**src/rtl/alu_shift_pkg.sv**
```systemverilog
// alu_shift_pkg: shared definitions for the ALU right-shift unit.
//   SHR_WIDTH     default datapath width
//   shift_mode_t  2-bit operation select (SRL / SRA / ROR / reserved)
//   is_sra()      true when the vacated MSBs take the sign bit
package alu_shift_pkg;

   localparam int SHR_WIDTH = 16;

   // A plain 2-bit type rather than an enum: the reserved code 2'b11 must
   // flow through the datapath untouched and behave like SRL.
   typedef logic [1:0] shift_mode_t;

   localparam shift_mode_t SH_SRL = 2'b00;
   localparam shift_mode_t SH_SRA = 2'b01;
   localparam shift_mode_t SH_ROR = 2'b10;
   localparam shift_mode_t SH_RSV = 2'b11;

   function automatic logic is_sra(input shift_mode_t mode);
      return (mode == SH_SRA);
   endfunction

endpackage

```
**src/rtl/shr_stage.sv**
```systemverilog
// shr_stage: combinational right shift by k*STEP positions.
//   data_i  value to shift
//   k_i     shift multiplier (0 .. 2**KW-1)
//   mode_i  SRL / SRA / ROR (reserved code behaves as SRL)
//   fill_i  sign bit used for SRA vacated positions
//   data_o  shifted value
// Each output bit is a small mux over the candidate source bits, one per
// value of k, so the stage is a single mux level per bit.
module shr_stage
   import alu_shift_pkg::*;
#(
   parameter int WIDTH = SHR_WIDTH,
   parameter int STEP  = 1,
   parameter int KW    = 2
) (
   input  logic [WIDTH-1:0] data_i,
   input  logic [KW-1:0]    k_i,
   input  shift_mode_t      mode_i,
   input  logic             fill_i,
   output logic [WIDTH-1:0] data_o
);

   localparam int NK = 1 << KW;

   logic vac_bit;
   logic rot;

   assign vac_bit = is_sra(mode_i) ? fill_i : 1'b0;
   assign rot     = (mode_i == SH_ROR);

   generate
      for (genvar gi = 0; gi < WIDTH; gi++) begin : g_bit
         logic [NK-1:0] cand;
         for (genvar ki = 0; ki < NK; ki++) begin : g_k
            localparam int SRC = gi + ki * STEP;
            if (SRC < WIDTH) begin : g_in
               assign cand[ki] = data_i[SRC];
            end else begin : g_vac
               // Source fell off the top: rotate wraps from the LSB end,
               // the other modes insert the fill bit.
               assign cand[ki] = rot ? data_i[SRC % WIDTH] : vac_bit;
            end
         end
         assign data_o[gi] = cand[k_i];
      end
   endgenerate

endmodule

```
**src/rtl/shift_right_unit.sv**
```systemverilog
// shift_right_unit: 2-stage pipelined right shifter (SRL / SRA / ROR).
//   clk, rst_n             clock, asynchronous active-low reset
//   in_valid/in_ready      operand handshake
//   in_data, in_shamt      value and shift amount (0 .. WIDTH-1)
//   in_mode                00 SRL, 01 SRA, 10 ROR, 11 treated as SRL
//   out_valid/out_ready    result handshake
//   out_data               shifted result
//   out_carry              last bit shifted out (0 for shift of zero)
//   out_zero               out_data == 0
// Stage 1 shifts by shamt[1:0] and resolves the carry; stage 2 shifts by
// 4*shamt[SHW-1:2]. Two operations can be held while the output stalls.
module shift_right_unit
   import alu_shift_pkg::*;
#(
   parameter int WIDTH = SHR_WIDTH,
   parameter int SHW   = $clog2(WIDTH)
) (
   input  logic             clk,
   input  logic             rst_n,
   input  logic             in_valid,
   output logic             in_ready,
   input  logic [WIDTH-1:0] in_data,
   input  logic [SHW-1:0]   in_shamt,
   input  logic [1:0]       in_mode,
   output logic             out_valid,
   input  logic             out_ready,
   output logic [WIDTH-1:0] out_data,
   output logic             out_carry,
   output logic             out_zero
);

   // Width of the coarse shift field; kept at least 1 so the smallest
   // legal WIDTH (4) still elaborates with a zero-valued coarse field.
   localparam int HIW = (SHW > 2) ? SHW - 2 : 1;

   logic             s1_valid_q, s1_valid_d;
   logic [WIDTH-1:0] s1_data_q,  s1_data_d;
   logic             s1_carry_q, s1_carry_d;
   shift_mode_t      s1_mode_q,  s1_mode_d;
   logic [HIW-1:0]   s1_hi_q,    s1_hi_d;

   logic             out_valid_q, out_valid_d;
   logic [WIDTH-1:0] out_data_q,  out_data_d;
   logic             out_carry_q, out_carry_d;
   logic             out_zero_q,  out_zero_d;

   logic             s1_adv, s2_adv;
   logic [WIDTH-1:0] s1_shift, s2_shift;
   logic [SHW-1:0]   carry_idx, shamt_hi_full;
   logic [HIW-1:0]   in_hi;
   logic             in_carry;
   shift_mode_t      mode_in;

   assign mode_in = shift_mode_t'(in_mode);

   shr_stage #(
      .WIDTH (WIDTH),
      .STEP  (1),
      .KW    (2)
   ) u_s1_shift (
      .data_i (in_data),
      .k_i    (in_shamt[1:0]),
      .mode_i (mode_in),
      .fill_i (in_data[WIDTH-1]),
      .data_o (s1_shift)
   );

   // SRA never alters the MSB in stage 1, so the stored MSB is still the
   // original sign and serves as the stage-2 fill bit.
   shr_stage #(
      .WIDTH (WIDTH),
      .STEP  (4),
      .KW    (HIW)
   ) u_s2_shift (
      .data_i (s1_data_q),
      .k_i    (s1_hi_q),
      .mode_i (s1_mode_q),
      .fill_i (s1_data_q[WIDTH-1]),
      .data_o (s2_shift)
   );

   always_comb begin
      s2_adv = !out_valid_q | out_ready;
      s1_adv = !s1_valid_q | s2_adv;

      // Carry is the bit just below the shift amount in the original
      // operand, identical for every mode.
      carry_idx     = in_shamt - SHW'(1);
      in_carry      = (in_shamt != '0) ? in_data[carry_idx] : 1'b0;
      shamt_hi_full = in_shamt >> 2;
      in_hi         = shamt_hi_full[HIW-1:0];

      s1_valid_d = s1_adv ? in_valid : s1_valid_q;
      s1_data_d  = s1_data_q;
      s1_carry_d = s1_carry_q;
      s1_mode_d  = s1_mode_q;
      s1_hi_d    = s1_hi_q;
      if (s1_adv && in_valid) begin
         s1_data_d  = s1_shift;
         s1_carry_d = in_carry;
         s1_mode_d  = mode_in;
         s1_hi_d    = in_hi;
      end

      out_valid_d = s2_adv ? s1_valid_q : out_valid_q;
      out_data_d  = out_data_q;
      out_carry_d = out_carry_q;
      out_zero_d  = out_zero_q;
      if (s2_adv && s1_valid_q) begin
         out_data_d  = s2_shift;
         out_carry_d = s1_carry_q;
         out_zero_d  = (s2_shift == '0);
      end
   end

   always_ff @(posedge clk or negedge rst_n) begin
      if (!rst_n) begin
         s1_valid_q  <= 1'b0;
         s1_data_q   <= '0;
         s1_carry_q  <= 1'b0;
         s1_mode_q   <= SH_SRL;
         s1_hi_q     <= '0;
         out_valid_q <= 1'b0;
         out_data_q  <= '0;
         out_carry_q <= 1'b0;
         out_zero_q  <= 1'b0;
      end else begin
         s1_valid_q  <= s1_valid_d;
         s1_data_q   <= s1_data_d;
         s1_carry_q  <= s1_carry_d;
         s1_mode_q   <= s1_mode_d;
         s1_hi_q     <= s1_hi_d;
         out_valid_q <= out_valid_d;
         out_data_q  <= out_data_d;
         out_carry_q <= out_carry_d;
         out_zero_q  <= out_zero_d;
      end
   end

   assign in_ready  = s1_adv;
   assign out_valid = out_valid_q;
   assign out_data  = out_data_q;
   assign out_carry = out_carry_q;
   assign out_zero  = out_zero_q;

endmodule

```
**config.mk**
```make
export PLATFORM = sky130hd
export DESIGN_NAME = shift_right_unit
export DESIGN_NICKNAME = d
export VERILOG_FILES = /design/src/rtl/alu_shift_pkg.sv /design/src/rtl/shr_stage.sv /design/src/rtl/shift_right_unit.sv
export SDC_FILE = /design/constraint.sdc
export NUM_CORES = 1
export LEC_CHECK = 0
export BUFFER_PORTS_ARGS = -buffer_cell sky130_fd_sc_hd__buf_2
export CORE_UTILIZATION = 39
export DETAILED_ROUTE_END_ITERATION = 8
export PLACE_DENSITY = 0.58
export SLEW_MARGIN = 0
export SYNTH_ARGS = -nofsm -noshare
export SYNTH_HDL_FRONTEND = slang
export SYNTH_SLANG_ARGS = --single-unit
```
**constraint.sdc**
```tcl
create_clock -name clk -period 3.25 [get_ports clk]
set_input_delay 0.4875 -clock clk [delete_from_list [all_inputs] [get_ports clk]]
set_output_delay 0.4875 -clock clk [all_outputs]
set_load 0.1 [all_outputs]
```
==> summary.md <==
| Metric | Value |
|---|---|
| Critical path arrival | 2.49 ns |
| Syn avg cell area | 10.01 sq um |
| Post-layout min period | ~2.3 ns |
| WS Path Type | in2reg |
| Hold buffers post-CTS | 0 |
| Net Count, Synth | 299 |
| VDD IR-drop max | about 270 uV |
| Crit path launch type | input port |
| Share of cells above drive strength 1 | 31.61% |
| Leakage | ~0.0014 uW |
| Post-synthesis sequential area ratio | 37.70% |
| GPL Wtd Cong | 0.8327 |
| Die area | 7316 sq um |
| Tot Pwr | about 2200 uW |
| ANT nets after route | 0 |
| Most frequent cell after synthesis | dfrtp_1 |
| Num CTS Buffers | 5 |
| Root buffer cell | clkbuf_8 |
| PD cells | 705.2 nW/um^2 |
| Clock skew | roughly 0.0084 ns |
| I/O Pins | 46 |
| Max-slew violation count | 0 |
| HPWL after detailed placement | around 4700 um |
| Cell variety after synth | 42 |
| Site Rows | 30 |
| Number of global-route vias before repair | roughly 2,000 |
| CTS H-tree depth | 2 |
| Max_slew headroom | 33.80% |
| Ant. Diodes | 0 |
| Largest net degree at the start of global routing | 42 |
| Cell area after layout | 3070 sq um |
| Status | complete, no violations |
| First-pass DRT Iterations | 4 |
| Final hold slack | 0.3034 ns |
| #FFs+latches synth | 41 |
| Synthesized area | 2721 sq um |
| Initial Util | 40.28% |
| Hold Crit Class | in2async |
| Max-cap viol count | 0 |
| Fin Setup TNS | 0 ns |
| Post-synth EDFFs | 0 |
| Max Fclk | between 0.4 and 0.5 GHz |
| Vias/cell | 5.605 |
| Wirelength per Cell | 15.72 um |
| Fillers | approximately 680 |
| Measured slew at the worst slew-check pin | 0.9905 ns |
| Clock slew at reported path FFs | 0.09 ns |
| Vias | 2,186 |
| Chip height | around 86 um |
| DRT iter0 DRCs | 128 |
| Synth area leaders | dfrtp_1, mux2_2, mux4_2, mux2i_1, o21ai_0 |
| Nets | 336 |
| Cells after Synth | between 200 and 300 |
| Worst-Skew Late Latency | 0.29 ns |
| CP required | 3.43 ns |
| Layout area overhead | 12.83% |
| Area post-placement | 2979 sq um |
| GRT overflow | 0 |
| Post_cts resized | 0 |
| Routed WL | 6130 um |
| Die span in x | 85.54 um |
| Depth of the worst register-to-register path | 5 |
| IO buf count | 45 |
| Core Area | between 6000 and 7000 sq um |
| Crit. End Element | flop |
| Prevailing post-synth register cell | dfrtp_1 |
| Non-Filler Instances | 390 |
| Max Root-Sink Buffers | 2 |
| RSZ-0062 raised after global routing | false |
| Post-synth ARST share | 100.0% |
| All-Layer GR Usage | 17.97% |
| DRC Markers | 0 |
| CTS Sinks | 41 |
| CP Max Fanout | 24 |
| First-pass GRT wire length | 10,200 um |
| Final worst-path cycle share | 71.09% |
| Area fraction of the dominant cell type after synthesis | 37.70% |
| CTS tree | done |
| Yosys warns | 0 |
| Yosys top cell by area | dfrtp_1 |
| Most common library cells after synthesis | dfrtp_1, nand2_1, o21ai_0 |
| Post-CTS setup buffer count | 0 |
| Initial antenna violation count | 0 |
| Final hold vios | 0 |
| Setup Viol. Count Final | 0 |
| Placed insts | 382 |
[metrics by stage]
stage / utilization [%] / worst slack, ns
2_1_floorplan: - / 0.1971
3_5_place_dp: 44.09 / 0.6486
6_report: 45.44 / 0.9395
3_3_place_gp: 44.09 / 0.6959
4_1_cts: 45.44 / 0.9679
5_1_grt: 45.44 / 0.8703
[logic make-up after synthesis]
logic type,synth area share [%]
AND/OR/NAND/NOR,12.87
AO/OA/AOI/OAI,15.22
multiplexers,28.69
flip-flops,37.70
buffers and inverters,4.413
XOR/XNOR,0.6438
adder cells (fa/ha/maj),0.4597
[critical path, cell delays in order]
cell and delay [ns]:
buf_2 0.38, inv_1 0.13, ha_1 0.39, mux4_2 0.52
mux2_2 0.28, nand2_1 0.07, o21ai_1 0.05, a22o_1 0.19
[power by group]
part | total [uW] | internal, uW | switching (uW)
logic | 1100 | 280 | 823
registers | 726 | 627 | 98.9
clock network | 336 | 151 | 185
[final cells by class]
cell class              instances  area, sq um  area share [%]
well taps                      80        100.1           3.260
clock buffers                   5        68.82           2.241
inverters                       6        22.52          0.7335
multi-input cells             206         1575           51.30
clock inverters                 3        22.52          0.7335
repair buffers                 49        255.2           8.313
flip-flops and latches         41         1026           33.41
[cell usage in the layout (no fill, tap or decap), drive strengths merged, types with 2 or more instances in the layout]
master / instances
nand4: 3
nand3b: 7
dfrtp: 41
nand3: 3
inv: 5
mux2: 26
nor2: 18
nor3: 3
a311oi: 2
a21oi: 9
a211oi: 6
buf: 49
nand2b: 4
clkbuf: 5
a21o: 3
nand2: 33
clkinvlp: 3
mux2i: 24
nor2b: 3
mux4: 11
a31oi: 4
o21ai: 31
a32oi: 2
[worst paths after layout]
path	slack [ns]	from	endpoint
worst max-delay path	0.94	in_shamt[1]	s1_carry_q
worst min-delay path	0.30	rst_n	out_data[15]
worst max register to register	1.09	s1_hi_q[1]	out_zero
worst min register to register	0.47	out_data[12]	out_data[12]
max in group asynchronous	2.38	rst_n	s1_data_q[12]
min in group clk	0.40	in_valid	s1_valid_q
[routing by layer]
layer | up-vias | global-route usage, % | part of all wire, % | wire [um]
met2 | 59 | 28.29 | 47 | 2861
li1 | 1077 | - | - | -
met1 | 1048 | 25.74 | 49 | 2976
met3 | 2 | 3.176 | 4.2 | 258
met5 | - | 0 | 0 | 0
met4 | 0 | 4.545 | 0.54 | 33
[registers in the layout (all words and copies together), names as in the netlist]
register,count
out_zero,1
s1_mode_q,2
s1_valid_q,1
out_data,16
s1_carry_q,1
s1_hi_q,2
out_valid,1
s1_data_q,16
out_carry,1
Note: power is estimated with default switching activity, not from simulation.
